### src/rtl/ps2_keycode_receiver.sv
// PS/2 keyboard receiver: conditions the PS/2 lines, deserialises frames and decodes E0/F0 prefixes into make-code strobes.
// Define TYPEMATIC_SUPPRESS_EN to suppress strobes for auto-repeated makes of the key currently held down.
module ps2_keycode_receiver #(
  parameter int FILTER_LEN     = 8,
  parameter int TIMEOUT_CYCLES = 200000
) (
  input  logic       clk100MHz,
  input  logic       reset_n,
  input  logic       ps2_clk,
  input  logic       ps2_data,
  output logic [7:0] keycode,
  output logic       newKeyStrobe,
  output logic       extended,
  output logic       frameError
);

  localparam int FW = $clog2(FILTER_LEN + 1);
  localparam int TW = $clog2(TIMEOUT_CYCLES + 1);

  typedef enum logic [1:0] {
    IDLE,
    SHIFT,
    CHECK
  } stateType;

  logic [1:0]    clkSync;
  logic [1:0]    dataSync;
  logic          clkFilt;
  logic [FW-1:0] filterCount;
  logic          filterDone;
  logic          fallEdge;
  logic          dataBit;

  stateType      state, stateNext;
  logic [3:0]    bitCount, bitCountNext;
  logic [8:0]    shiftReg, shiftRegNext;
  logic [TW-1:0] timeoutCount, timeoutCountNext;
  logic          extFlag, extFlagNext;
  logic          brkFlag, brkFlagNext;
  logic [7:0]    keycodeNext;
  logic          extendedNext;
  logic          strobeNext;
  logic          errorNext;
  logic          frameOk;
  logic [7:0]    rxByte;

`ifdef TYPEMATIC_SUPPRESS_EN
  logic          heldValid, heldValidNext;
  logic [8:0]    heldCode, heldCodeNext;
  logic          heldMatch;
`endif

  // Idle PS/2 lines are high, so synchronisers and filter come out of reset at 1
  always_ff @(posedge clk100MHz or negedge reset_n) begin
    if (!reset_n) begin
      clkSync     <= 2'b11;
      dataSync    <= 2'b11;
      clkFilt     <= 1'b1;
      filterCount <= '0;
    end else begin
      clkSync  <= {clkSync[0], ps2_clk};
      dataSync <= {dataSync[0], ps2_data};
      if (clkSync[1] != clkFilt) begin
        if (filterDone) begin
          clkFilt     <= clkSync[1];
          filterCount <= '0;
        end else begin
          filterCount <= filterCount + 1'b1;
        end
      end else begin
        filterCount <= '0;
      end
    end
  end

  assign filterDone = (clkSync[1] != clkFilt) && (filterCount == FW'(FILTER_LEN - 1));
  assign fallEdge   = filterDone && clkFilt;
  assign dataBit    = dataSync[1];

  // Odd parity over data plus parity bit, and the stop bit arriving on this edge must be 1
  assign frameOk = (^shiftReg) && dataBit;
  assign rxByte  = shiftReg[7:0];

`ifdef TYPEMATIC_SUPPRESS_EN
  assign heldMatch = heldValid && (heldCode == {extFlag, rxByte});
`endif

  always_ff @(posedge clk100MHz or negedge reset_n) begin
    if (!reset_n) begin
      state        <= IDLE;
      bitCount     <= '0;
      shiftReg     <= '0;
      timeoutCount <= '0;
      extFlag      <= 1'b0;
      brkFlag      <= 1'b0;
      keycode      <= 8'h00;
      extended     <= 1'b0;
      newKeyStrobe <= 1'b0;
      frameError   <= 1'b0;
`ifdef TYPEMATIC_SUPPRESS_EN
      heldValid    <= 1'b0;
      heldCode     <= '0;
`endif
    end else begin
      state        <= stateNext;
      bitCount     <= bitCountNext;
      shiftReg     <= shiftRegNext;
      timeoutCount <= timeoutCountNext;
      extFlag      <= extFlagNext;
      brkFlag      <= brkFlagNext;
      keycode      <= keycodeNext;
      extended     <= extendedNext;
      newKeyStrobe <= strobeNext;
      frameError   <= errorNext;
`ifdef TYPEMATIC_SUPPRESS_EN
      heldValid    <= heldValidNext;
      heldCode     <= heldCodeNext;
`endif
    end
  end

  // The frame is judged on the stop-bit edge so the registered pulses line up with the CHECK cycle
  always_comb begin
    stateNext        = state;
    bitCountNext     = bitCount;
    shiftRegNext     = shiftReg;
    timeoutCountNext = timeoutCount;
    extFlagNext      = extFlag;
    brkFlagNext      = brkFlag;
    keycodeNext      = keycode;
    extendedNext     = extended;
    strobeNext       = 1'b0;
    errorNext        = 1'b0;
`ifdef TYPEMATIC_SUPPRESS_EN
    heldValidNext    = heldValid;
    heldCodeNext     = heldCode;
`endif

    unique case (state)
      IDLE: begin
        if (fallEdge && !dataBit) begin
          stateNext        = SHIFT;
          bitCountNext     = '0;
          timeoutCountNext = '0;
        end
      end

      SHIFT: begin
        if (fallEdge) begin
          timeoutCountNext = '0;
          if (bitCount == 4'd9) begin
            stateNext = CHECK;
            if (!frameOk) begin
              errorNext   = 1'b1;
              extFlagNext = 1'b0;
              brkFlagNext = 1'b0;
            end else if (rxByte == 8'hE0) begin
              extFlagNext = 1'b1;
            end else if (rxByte == 8'hF0) begin
              brkFlagNext = 1'b1;
            end else if (brkFlag) begin
              extFlagNext = 1'b0;
              brkFlagNext = 1'b0;
`ifdef TYPEMATIC_SUPPRESS_EN
              if (heldMatch) begin
                heldValidNext = 1'b0;
              end
`endif
            end else begin
              extFlagNext = 1'b0;
`ifdef TYPEMATIC_SUPPRESS_EN
              if (!heldMatch) begin
                keycodeNext   = rxByte;
                extendedNext  = extFlag;
                strobeNext    = 1'b1;
                heldValidNext = 1'b1;
                heldCodeNext  = {extFlag, rxByte};
              end
`else
              keycodeNext  = rxByte;
              extendedNext = extFlag;
              strobeNext   = 1'b1;
`endif
            end
          end else begin
            shiftRegNext = {dataBit, shiftReg[8:1]};
            bitCountNext = bitCount + 4'd1;
          end
        end else if (timeoutCount >= TW'(TIMEOUT_CYCLES - 1)) begin
          errorNext   = 1'b1;
          extFlagNext = 1'b0;
          brkFlagNext = 1'b0;
          stateNext   = IDLE;
        end else begin
          timeoutCountNext = timeoutCount + 1'b1;
        end
      end

      CHECK: begin
        stateNext = IDLE;
      end

      default: begin
        stateNext = IDLE;
      end
    endcase
  end

endmodule
### config.mk
export PLATFORM = sky130hd
export DESIGN_NAME = ps2_keycode_receiver
export DESIGN_NICKNAME = d
export VERILOG_FILES = /design/src/rtl/ps2_keycode_receiver.sv
export SDC_FILE = /design/constraint.sdc
export NUM_CORES = 1
export LEC_CHECK = 0
export ABC_AREA = 1
export BUFFER_PORTS_ARGS = -buffer_cell sky130_fd_sc_hd__buf_2
export CAP_MARGIN = 20
export CELL_PAD_IN_SITES_DETAIL_PLACEMENT = 1
export CELL_PAD_IN_SITES_GLOBAL_PLACEMENT = 1
export CORE_MARGIN = 3
export CORE_UTILIZATION = 30
export CTS_CLUSTER_DIAMETER = 120
export DETAILED_ROUTE_END_ITERATION = 7
export PLACE_DENSITY_LB_ADDON = 0.15
export SYNTH_ARGS = -nofsm -noshare
export SYNTH_HDL_FRONTEND = slang
export SYNTH_SLANG_ARGS = --single-unit
### constraint.sdc
create_clock -name clk100MHz -period 5.2 [get_ports clk100MHz]
set_input_delay 0.78 -clock clk100MHz [delete_from_list [all_inputs] [get_ports clk100MHz]]
set_output_delay 0.78 -clock clk100MHz [all_outputs]
set_load 0.05 [all_outputs]
Word level (Yosys, flattened, before mapping)
Index checks and enable logic that the tools add are counted.
- add/subtract/negate cells: 3
- magnitude comparators: 1
- equality and inequality tests: 15
- muxes and demuxes: 38
- bitwise gates (word level): 4
- reduce and logical (&&, ||, !) cells: 17
- operators by type and width (kind ; number):
    $mux W18 ; 3
    $pmux W18 S2 ; 1
    $mux W1 ; 23
    $mux W4 ; 5
    $add A18 B1 Y18 const B ; 1
    $ge A18 B18 Y1 const B ; 1
    $eq A8 B8 Y1 const B ; 2
    $ne A3 B3 Y1 const B ; 4
    $reduce_and A4 Y1 ; 3
    $reduce_and A3 Y1 ; 3
    $reduce_xor A9 Y1 ; 1
    $add A4 B1 Y4 const B ; 2
    $mux W2 ; 4
    $pmux W4 S2 ; 1
    $reduce_and A7 Y1 ; 1
    $ne A2 B2 Y1 const B ; 3
    $eq A4 B3 Y1 const B ; 1
    $eq A4 B4 Y1 const B ; 1
    $logic_and A1 B1 Y1 ; 4
    $ne A4 B4 Y1 const B ; 1
    $not A1 Y1 ; 4
    $pmux W2 S2 ; 1
    $reduce_bool A2 Y1 ; 2
    $eq A2 B1 Y1 const B ; 1
    5 further kinds ; 5
- register bits: 55
- input port bits: 4
- logic and storage cells: 92

Logic depth before layout (Yosys ltp)
Gate-level depths: netlist of run 1.
- word-level depth: 7
- mapped depth: 14
- depth with buffers taken out: 14

Worst setup path before layout of run 1
OpenSTA, ideal clock, no wires.
- path type: reg2reg
- start point: register timeoutCount[0]
- end point: register timeoutCount[8]
- library setup time: 74 ps
- data arrival time: 1609 ps
- required time: 5126 ps
- slack: 3517 ps
- stages on the path, launching flop included: 14
- buffers on the path: 2
- clock period less this slack: 1683 ps
- cell sequence: dfrtp_1 > ha_1 > nand2_1 > inv_2 > nand2_4 > nor2_4 > nand3_2 > nand2_2 > nand3_2 > nand2_2 > buf_6 > buf_12 > nand2_2 > o21ai_2
- longest elaborated chain between the ends: 4
- RTL lines (what ; line ; text):
    from (decl) ; 37 ; logic [TW-1:0] timeoutCount, timeoutCountNext;
    from (signal assigned) ; 108 ; timeoutCount <= timeoutCountNext;
    $add A18 B1 Y18 ; 195 ; timeoutCountNext = timeoutCount + 1'b1;
    $mux W18 ; 189 ; end else if (timeoutCount >= TW'(TIMEOUT_CYCLES - 1)) begin
    $mux W18 ; 149 ; if (fallEdge) begin
    $pmux W18 S2 ; 139 ; unique case (state)
Several ways; a longest one is shown, not always the timed one. The select of a mux whose other input is x is not followed.
A chain may end at the register's enable or synchronous reset.

Worst setup path after layout of run 1
- start point: register filterCount[0]
- end point: register timeoutCount[2]
- longest elaborated chain between the ends: 6
- RTL lines (what ; line ; text):
    from (decl) ; 29 ; logic [FW-1:0] filterCount;
    from (signal assigned) ; 68 ; filterCount <= filterCount + 1'b1;
    $eq A4 B3 Y1 (*) ; 76 ; assign filterDone = (clkSync[1] != clkFilt) && (filterCount == FW'(FILTER_LEN - 1));
    $logic_and A1 B1 Y1 (*) ; 76 ;
    $logic_and A1 B1 Y1 (*) ; 77 ; assign fallEdge = filterDone && clkFilt;
    $logic_and A1 B1 Y1 ; 141 ; if (fallEdge && !dataBit) begin
    $ne A2 B2 Y1 (no source line) ; - ;
    $reduce_and A3 Y1 (no source line) ; - ;
Mark *: on every way between the ends. The rest lies on a longest branch, timed or not.

==> results of run 1 <==
## path summary, 6_finish.rpt
check / startpoint / to / slack, ns
max: filterCount[0] / timeoutCount[2] / 2.73
max reg2reg: filterCount[0] / timeoutCount[2] / 2.73
min: clkSync[0] / clkSync[1] / 0.36
min reg2reg: clkSync[0] / clkSync[1] / 0.36
max in group asynchronous: reset_n / timeoutCount[8] / 4.11
min in group asynchronous: reset_n / timeoutCount[10] / 0.61
## power by group
| part | total, mW | internal [mW] | switching, mW | leakage (nW) |
|---|---|---|---|---|
| clock network | 0.286 | 0.144 | 0.141 | 0.0524 |
| logic | 0.0417 | 0.0122 | 0.0295 | 0.796 |
| registers | 0.456 | 0.444 | 0.0121 | 0.749 |
| total | 0.783 | 0.600 | 0.183 | 1.60 |
## sequential cells by signal, summed over array words and instances, names as in the netlist
register and cells:
dataSync 2, timeoutCount 18, extended 1, clkFilt 1
newKeyStrobe 1, bitCount 4, clkSync 2, extFlag 1
filterCount 4, state 2, keycode 8, shiftReg 9
brkFlag 1, frameError 1
## final cells by class
| cell class | instances | area (µm²) |
|---|---|---|
| fill | 1221 | 6530 |
| multi-input combinational | 272 | 1500 |
| sequential | 55 | 1380 |
| inverter | 51 | 195 |
| tap | 133 | 166 |
| timing repair buffer | 15 | 77.6 |
| clock buffer | 7 | 76.3 |
| clock inverter | 1 | 30.0 |
## kinds of logic (layout without fill, tap and decap cells)
| family | Yosys count | after routing | synth area share (%) |
|---|---|---|---|
| compound gates | 55 | 55 | 11.6 |
| flops | 55 | 55 | 44.0 |
| xor+xnor | 5 | 5 | 1.39 |
| simple gates | 203 | 203 | 31.1 |
| buf+inv | 60 | 74 | 8.37 |
| fa+ha+maj | 9 | 9 | 3.59 |
## per-layer routing
metal | part of all wire (%) | routed length (µm)
met5 | 0 | 0
met4 | 1.0 | 77
met3 | 2.5 | 186
met2 | 47 | 3570
met1 | 49 | 3720
## Yosys cell counts, drive strengths merged
master / instances / share of area, %
a21oi: 5 / 0.92
xor2: 4 / 1.1
inv: 50 / 6.1
and2: 1 / 0.20
buf: 6 / 1.8
nor2: 39 / 5.8
nand3: 22 / 4.6
xnor2: 1 / 0.28
a31o: 3 / 0.84
clkinv: 1 / 0.16
dfstp: 5 / 4.2
ha: 9 / 3.6
o21bai: 2 / 0.48
o21ai: 45 / 9.3
nand2: 112 / 15
nor4: 3 / 0.60
nor3: 5 / 0.80
nand4: 21 / 4.2
clkbuf: 3 / 0.36
dfrtp: 50 / 40
## worst max-delay path, stage by stage, from the launching register on
cell      delay (ns)
dfrtp_1         0.38
ha_1            0.20
nand2_1         0.09
nor2_4          0.14
nand3_4         0.29
clkinv_2        0.22
nand2_4         0.07
a21oi_2         0.13
nand2_2         0.46
inv_4           0.25
nand2_1         0.07
o21ai_1         0.08
==> impl_metrics.env, run 1 <==
export IMPL_drive_above_1_share_pct=19.7
export IMPL_cts_tree="built"
export IMPL_viasPerCell=4.73
export IMPL_yosys_warnings=0
export IMPL_grt_util_all_layers_pct=14.7
export IMPL_final_cell_mix="97 x nand2_1, 50 x dfrtp_1, 45 x inv_1"
export IMPL_first_pass_iters=4
export IMPL_rsz0062_at_grt="no"
export IMPL_io_pins=15
export IMPL_ys_seq_elements=55
export IMPL_hold_viol_final=0
export IMPL_timing_fmax_mhz=404
export IMPL_dp_hpwl_mm=5.45
export IMPL_grt_overflow=0
export IMPL_hold_buffers=0
export IMPL_place_area_um2=3320
export IMPL_min_period_over_period_pct=47.5
export IMPL_met2_usage_pct=24.4
export IMPL_antenna_found_initial=0
export IMPL_critPathMaxFanout=29
export IMPL_min_path_cells=0
export IMPL_grt_pass1_vias=2721
export IMPL_critPathCaptureType="flop"
export IMPL_powerDensity_nw_per_um2=229
export IMPL_numCtsBuffers=5
export IMPL_antenna_cells=0
export IMPL_nets=413
export IMPL_root_buffer="clkbuf_8"
export IMPL_die_x_um=108
export IMPL_postLayoutCoreUtil_pct=34.4
export IMPL_crit_arrival_ns=2.70
export IMPL_min_period_ns=2.47
export IMPL_cts_sinks=55
export IMPL_fp_dieH_um=108
export IMPL_post_drt_wl_per_cell_um=14.1
export IMPL_seq_area_frac_synth_pct=44.0
export IMPL_port_buffer_count=14
export IMPL_peakVddDrop_uv=92.9
export IMPL_hold_slack_ns=0.363
export IMPL_finalClockSkew_ns=0.0108
export IMPL_post_route_drc_count=0
export IMPL_drt_initial_drc_count=100
export IMPL_synth_distinct_cells=34
export IMPL_final_setup_tns_ns=0
export IMPL_place_ws_ns=2.69
export IMPL_syn_mean_instance_area_um2=8.12
export IMPL_reg2reg_depth=11
export IMPL_mostFrequentLayoutCell="nand2_1"
export IMPL_drt_total_wl_mm=7.55
export IMPL_areaGrowthSynthToFinish_pct=9.00
export IMPL_start_util_pct=31.5
export IMPL_grt_met3_usage_pct=2.21
export IMPL_dp_cells=526
export IMPL_top_usage_layer="met2"
export IMPL_synth_area_um2=3140
export IMPL_path_class="flop to flop"
export IMPL_cts_max_level=2
export IMPL_syn_num_nets=400
export IMPL_grt_max_degree=56
export IMPL_met1_usage_pct=20.2
export IMPL_coreArea_um2=9950
export IMPL_final_cell_area_um2=3420
export IMPL_worst_slew_pin_slew_ns=0.792
export IMPL_clkSlewWorstSetupHoldPaths_ns=0.09
export IMPL_critPathLaunchType="flop"
export IMPL_p_leak_nw=1.60
export IMPL_num_vias=2525
export IMPL_antenna_left=0
export IMPL_setup_viol=0
export IMPL_instances_no_fill=534
export IMPL_synthCells=387
export IMPL_grt_pass1_wl_mm=13.7
export IMPL_die_area_um2=11700
export IMPL_insertion_delay_ns=0.31
export IMPL_status="finished clean"
export IMPL_rows=36
export IMPL_power_mw=0.783
export IMPL_worstPathRequired_ns=5.43
export IMPL_cts_resized=0
export IMPL_cap_violations=0
export IMPL_slew_viol_final=0
export IMPL_worst_slew_margin_rel_pct=47.0
export IMPL_holdCritPathClass="flop to flop"
export IMPL_place_congestion=0.757
export IMPL_fin_ws_ns=2.73
export IMPL_cts_post_setup_buffers_inserted=0
export IMPL_clockBufferDepth=2
Power figures use the tool's default switching activity.
==> inputs of run 2 (changes only) <==
--- a/config.mk
+++ b/config.mk
@@ -5,7 +5,7 @@
 export SDC_FILE = /design/constraint.sdc
 export NUM_CORES = 1
 export LEC_CHECK = 0
-export ABC_AREA = 1
+export ABC_AREA = 0
 export BUFFER_PORTS_ARGS = -buffer_cell sky130_fd_sc_hd__buf_2
 export CAP_MARGIN = 20
 export CELL_PAD_IN_SITES_DETAIL_PLACEMENT = 1
==> constraint.sdc (replaced) <==
create_clock -name clk100MHz -period 2 [get_ports clk100MHz]
set_input_delay 0.3 -clock clk100MHz [delete_from_list [all_inputs] [get_ports clk100MHz]]
set_output_delay 0.3 -clock clk100MHz [all_outputs]
set_load 0.05 [all_outputs]
==> run 2 against run 1 <==
Net effect:
- the flow now finishes with violations (setup timing)
- synthesized cell count decreased by 29%
- worst hold slack got worse by 0.29 ns
- register-to-register slack got worse by 2.8 ns
- sequential power increased to 2.6 times the previous value
- first-iteration DRC count decreased by 53%
- combinational power increased to 4.7 times the previous value
- setup slack got worse by 2.8 ns
- sequential share of layout area decreased by 5.3 points
- non-clock buffer count increased by 72
- critical path depth decreased by 5
- critical path type unchanged
- critical endpoint is now timeoutCount[7]
- largest cell class unchanged
==> impl_metrics.env, run 2 <==
export IMPL_cp_slowest_cell="or4_1"
export IMPL_grt_util_all_layers_pct=15.9
export IMPL_antenna_left=0
export IMPL_grt_pass1_vias=2688
export IMPL_finalClockSkew_ns=0.00397
export IMPL_min_period_ns=2.12
export IMPL_powerDensity_nw_per_um2=550
export IMPL_async_reset_ff_share_pct=100
export IMPL_die_area_um2=10700
export IMPL_synth_edf_count=0
export IMPL_place_congestion=0.763
export IMPL_worstPathRequired_ns=2.25
export IMPL_antenna_cells=0
export IMPL_place_area_um2=3480
export IMPL_rows=34
export IMPL_root_buffer="clkbuf_8"
export IMPL_critPathCaptureType="flop"
export IMPL_largest_register_ffs=18
export IMPL_synthCells=274
export IMPL_final_cell_area_um2=3940
export IMPL_start_util_pct=31.8
export IMPL_pwr_share_seq_pct=54.8
export IMPL_clockBufferDepth=2
export IMPL_seq_area_frac_synth_pct=48.7
export IMPL_numCtsBuffers=5
export IMPL_setup_viol=19
export IMPL_critPathLaunchType="flop"
export IMPL_rsz0062_at_grt="yes"
export IMPL_holdCritPathClass="input port to flop"
export IMPL_combPwrFrac_pct=8.9
export IMPL_die_x_um=103
export IMPL_coreArea_um2=8930
export IMPL_fin_ws_ns=-0.121
export IMPL_synthFlopType="dfrtp_1"
export IMPL_first_pass_iters=4
export IMPL_nFillCells=993
export IMPL_synth_largest_area_cell="dfrtp_1"
export IMPL_cts_max_level=2
export IMPL_ys_seq_elements=55
export IMPL_crit_arrival_ns=2.37
export IMPL_hold_viol_final=0
export IMPL_dp_hpwl_mm=5.67
export IMPL_clkSlewWorstSetupHoldPaths_ns=0.10
export IMPL_areaGrowthSynthToFinish_pct=39.0
export IMPL_p_clk_share_pct=36.2
export IMPL_cap_violations=0
export IMPL_top_register="timeoutCount"
export IMPL_grt_max_degree=21
export IMPL_status="finished, violations left"
export IMPL_worst_path_largest_cell_delay_ns=0.49
export IMPL_worst_slew_pin_slew_ns=0.699
export IMPL_synth_area_leaders="dfrtp_1 44%, mux2_2 5.6%, dfstp_2 4.6%"
export IMPL_min_period_over_period_pct=106
export IMPL_io_pins=15
export IMPL_synth_most_common_cell="dfrtp_1"
export IMPL_cts_tree="built"
export IMPL_path_class="flop to flop"
export IMPL_failed_checks="setup timing"
export IMPL_yosys_warnings=0
export IMPL_p_leak_nw=1.86
export IMPL_cts_sinks=55
export IMPL_fp_dieH_um=103
export IMPL_port_buffer_count=14
export IMPL_num_vias=2479
export IMPL_final_cell_mix="64 x buf_4, 49 x dfrtp_1, 23 x nand2_1"
export IMPL_place_ws_ns=-0.209
export IMPL_drt_initial_drc_count=47
export IMPL_synth_distinct_cells=54
export IMPL_syn_mean_instance_area_um2=10.4
export IMPL_post_route_drc_count=0
export IMPL_p_int_mw=1.66
export IMPL_synth_area_um2=2840
export IMPL_post_drt_wl_per_cell_um=17.2
export IMPL_grt_overflow=0
export IMPL_worst_slew_margin_rel_pct=53.1
export IMPL_synth_common_cells="50 x dfrtp_1, 24 x nand2_1, 18 x a21oi_1"
export IMPL_syn_num_nets=287
export IMPL_mostFrequentLayoutCell="buf_4"
export IMPL_grt_pass1_wl_mm=13.4
export IMPL_peakVddDrop_uv=305
export IMPL_antenna_found_initial=0
export IMPL_path_cells="nor4_4 > nor2_2 > o311a_1 > buf_12 > or4_1 > a21oi_1"
export IMPL_viasPerCell=5.31
export IMPL_nets=371
export IMPL_synth_top_area_share_pct=44.1
export IMPL_timing_fmax_mhz=471
export IMPL_reg_top3="timeoutCount x18, shiftReg x9, keycode x8"
export IMPL_critPathMaxFanout=16
export IMPL_drt_total_wl_mm=8.05
export IMPL_drive_above_1_share_pct=42.1
export IMPL_insertion_delay_ns=0.31
export IMPL_p_sw_share_pct=23.6
export IMPL_slew_viol_final=0
export IMPL_switchingPower_mw=0.511
run 2: changes by cell type after synthesis, sizes merged, moves of 13 or more:
cell	change
a21oi	+13
inv	-38
mux2	+14
nand2	-88
nand4	-14
nor2	-27
o21ai	-29
run 2: layer usage:
| layer | track usage (%) | wire [µm] | up-vias |
|---|---|---|---|
| met3 | 2.21 | 181 | 5 |
| met1 | 21.4 | 3790 | 1267 |
| met5 | 0 | 0 | - |
| li1 | - | - | 1190 |
| met4 | 3.09 | 56 | 0 |
| met2 | 27.5 | 4020 | 17 |
run 2: area by class of cell:
cell class | instances | area, µm² | share of cell area, %
multi-input combinational | 197 | 1570 | 39.8
sequential | 55 | 1380 | 35.1
timing repair buffer | 87 | 691 | 17.5
tap | 108 | 135 | 3.43
clock buffer | 6 | 82.6 | 2.09
inverter | 12 | 45.0 | 1.14
clock inverter | 2 | 35.0 | 0.888
run 2: critical path, delay by kind of cell, from the launching register on:
kind                   cells  cell delay [ns]
buffers and inverters      1             0.18
AND/OR/NAND/NOR            3             0.90
AO/OA/AOI/OAI              2             0.55
flip-flops                 1             0.43
run 2: kinds of logic after synthesis:
logic type / count (synthesis) / synth area share [%]
buffers and inverters: 22 / 3.75
adders and majority gates: 9 / 3.97
DFF: 55 / 48.7
muxes: 14 / 5.56
AOI/OAI and AO/OA: 68 / 15.7
and+or+nand+nor: 100 / 19.9
xor gates and xnor gates: 6 / 2.34
run 2: worst paths after layout:
| path | startpoint | to | slack [ns] | depth (start not counted) |
|---|---|---|---|---|
| max in group asynchronous | reset_n | dataSync[1] | 0.86 | 3 |
| worst min register to register | clkSync[0] | clkSync[1] | 0.36 | 0 |
| min in group asynchronous | reset_n | timeoutCount[2] | 0.47 | 2 |
| worst min-delay path | ps2_clk | clkSync[0] | 0.07 | 1 |
| worst max register to register | timeoutCount[13] | timeoutCount[7] | -0.12 | 6 |
| worst max-delay path | timeoutCount[13] | timeoutCount[7] | -0.12 | 6 |
run 2: per-stage QoR:
step                      cells  hold slack [ns]  util (%)  power [mW]  TNS, ns
after floorplan             274          0.00441         -        1.30    -1.12
after global placement      445            0.292      39.0        1.40    -1.74
after detailed placement    445            0.295      39.0        1.41    -2.94
after CTS                   463           0.0695      42.4        2.20   -0.788
after global routing        467           0.0602      44.1        2.28    -4.14
final                       467           0.0724      44.1        2.17    -1.57
run 2: repair_timing:
item                       CTS  global route
setup endpoints to repair   24            31
resized for setup           24            22
gates cloned                 0             1
hold buffers                 1             0
hold endpoints to repair    15             0
buffers inserted             9             3
pin swaps                   13             7
run 2: power groups by stage:
stage | Combinational, mW | Clock (mW) | Sequential (mW)
global placement | 0.188 | 0 | 1.21
CTS | 0.198 | 0.809 | 1.19
detailed placement | 0.195 | 0 | 1.21
floorplan | 0.0865 | 0 | 1.21
global route | 0.223 | 0.861 | 1.20
finish | 0.194 | 0.785 | 1.19
==> inputs of run 3 (changes only) <==
--- a/config.mk
+++ b/config.mk
@@ -5,7 +5,7 @@
 export SDC_FILE = /design/constraint.sdc
 export NUM_CORES = 1
 export LEC_CHECK = 0
-export ABC_AREA = 0
+export ABC_AREA = 1
 export BUFFER_PORTS_ARGS = -buffer_cell sky130_fd_sc_hd__buf_2
 export CAP_MARGIN = 20
 export CELL_PAD_IN_SITES_DETAIL_PLACEMENT = 1
==> run 3 against run 2 <==
Net effect:
- the run now ends clean
- critical endpoint is now keycode[5]
- non-clock buffer count down 51
- power down 2.8%
- setup slack better by 0.30 ns
==> impl_metrics.env, run 3 (synthesis results as in run 1) <==
export IMPL_grt_pass1_wl_mm=13.7
export IMPL_place_congestion=0.758
export IMPL_peakVddDrop_uv=231
export IMPL_antenna_cells=0
export IMPL_areaGrowthSynthToFinish_pct=17.8
export IMPL_met2_usage_pct=24.0
export IMPL_drt_initial_drc_count=106
export IMPL_root_buffer="clkbuf_8"
export IMPL_largest_register_ffs=18
export IMPL_start_util_pct=31.5
export IMPL_die_x_um=108
export IMPL_status="finished clean"
export IMPL_grt_util_all_layers_pct=14.8
export IMPL_antenna_found_initial=0
export IMPL_reg_top3="timeoutCount x18, shiftReg x9, keycode x8"
export IMPL_rr_startpoint="filterCount[0]"
export IMPL_slew_viol_final=0
export IMPL_antenna_left=0
export IMPL_regToRegEndpoint="keycode[5]"
export IMPL_insertion_delay_ns=0.32
export IMPL_p_clk_share_pct=37.1
export IMPL_io_pins=15
export IMPL_p_sw_share_pct=24.7
export IMPL_finalClockSkew_ns=0.0103
export IMPL_worst_slew_pin_slew_ns=0.417
export IMPL_critPathMaxFanout=4
export IMPL_mostFrequentLayoutCell="nand2_1"
export IMPL_setup_viol=0
export IMPL_final_cell_mix="96 x nand2_1, 49 x dfrtp_1, 44 x inv_1"
export IMPL_hold_viol_final=0
export IMPL_post_drt_wl_per_cell_um=14.8
export IMPL_worstPathRequired_ns=2.25
export IMPL_drt_total_wl_mm=8.23
export IMPL_holdCritPathClass="input port to flop"
export IMPL_crit_arrival_ns=2.08
export IMPL_viasPerCell=4.75
export IMPL_path_class="flop to flop"
export IMPL_switchingPower_mw=0.521
export IMPL_p_int_mw=1.59
export IMPL_r2r_slack_ns=0.17
export IMPL_reg2reg_depth=9
export IMPL_cts_max_level=2
export IMPL_drive_above_1_share_pct=26.1
export IMPL_fp_dieH_um=108
export IMPL_rows=36
export IMPL_min_period_ns=1.83
export IMPL_worstSetupStartpoint="filterCount[0]"
export IMPL_nets=437
export IMPL_timing_fmax_mhz=548
export IMPL_critPathCaptureType="flop"
export IMPL_critPathLaunchType="flop"
export IMPL_clkSlewWorstSetupHoldPaths_ns=0.11
export IMPL_min_period_over_period_pct=91.3
export IMPL_port_buffer_count=14
export IMPL_powerDensity_nw_per_um2=569
export IMPL_grt_overflow=0
export IMPL_coreArea_um2=9950
export IMPL_pwr_share_seq_pct=56.3
export IMPL_met1_usage_pct=20.9
export IMPL_power_mw=2.11
export IMPL_grt_max_degree=30
export IMPL_grt_met3_usage_pct=2.09
export IMPL_top_usage_layer="met2"
export IMPL_worst_slew_margin_rel_pct=72.2
export IMPL_final_setup_tns_ns=0
export IMPL_hold_slack_ns=0.0654
export IMPL_dp_hpwl_mm=5.86
export IMPL_grt_pass1_vias=2806
export IMPL_cp_endpoint="keycode[5]"
export IMPL_cts_tree="built"
export IMPL_num_vias=2649
export IMPL_die_area_um2=11700
export IMPL_numCtsBuffers=5
export IMPL_cap_violations=0
export IMPL_p_leak_nw=1.71
export IMPL_first_pass_iters=4
export IMPL_combPwrFrac_pct=6.6
export IMPL_cts_sinks=55
export IMPL_top_register="timeoutCount"
export IMPL_post_route_drc_count=0
export IMPL_clockBufferDepth=2
-- run 3: worst min-delay path by stage --
stage / from / to / slack [ns] / depth (start not counted)
4_1_cts: ps2_clk / clkSync[0] / 0.05 / 1
3_3_place_gp: reset_n / filterCount[1] / 0.13 / 1
5_1_grt: ps2_clk / clkSync[0] / 0.04 / 1
6_report: ps2_clk / clkSync[0] / 0.07 / 1
2_1_floorplan: reset_n / bitCount[0] / 0.004 / 0
3_5_place_dp: reset_n / filterCount[1] / 0.12 / 1
-- run 3: final cells by class --
cell class | instances | area [µm²]
Fill cell | 1204 | 6260
Multi-Input combinational cell | 275 | 1580
Sequential cell | 55 | 1380
Timing Repair Buffer | 36 | 263
Inverter | 51 | 195
Tap cell | 133 | 166
Clock buffer | 5 | 68.8
Clock inverter | 3 | 46.3
-- run 3: power groups by stage --
stage / Combinational [mW] / Clock, mW / Sequential, mW
2_1_floorplan: 0.0719 / 0 / 1.20
3_3_place_gp: 0.117 / 0 / 1.21
3_5_place_dp: 0.123 / 0 / 1.21
4_1_cts: 0.125 / 0.829 / 1.19
5_1_grt: 0.163 / 0.863 / 1.19
6_report: 0.139 / 0.780 / 1.19
-- run 3: repair_timing --
item,in CTS,in global routing
buffers inserted,0,7
setup endpoints to repair,0,12
hold endpoints to repair,4,0
resized for setup,0,10
hold buffers,1,0
-- run 3: worst max-delay path, cell delays in order, from the launching register on --
cell and delay (ns):
dfrtp_1 0.39, ha_2 0.19, nand2_1 0.09, nor2_4 0.15
nand3_4 0.12, nor2_4 0.12, nand2_2 0.10, nor2_4 0.24
nand3_2 0.20, o21ai_2 0.15
-- run 3: metrics by stage --
stage                     area [µm²]  util [%]  instances  setup slack [ns]
after floorplan                 3140         -        387             0.317
after global placement          3440      34.6        539             0.113
after detailed placement        3440      34.6        539            0.0847
after CTS                       3560      35.8        548            0.0586
after global routing            3700      37.2        558          -0.00964
final                           3700      37.2        558             0.175
-- run 3: metal layers --
metal	share of wire, %	up-vias	wire length (µm)
li1	-	1337	-
met1	52	1278	4260
met2	45	27	3730
met3	2.2	7	178
met4	0.74	0	61
met5	0	-	0
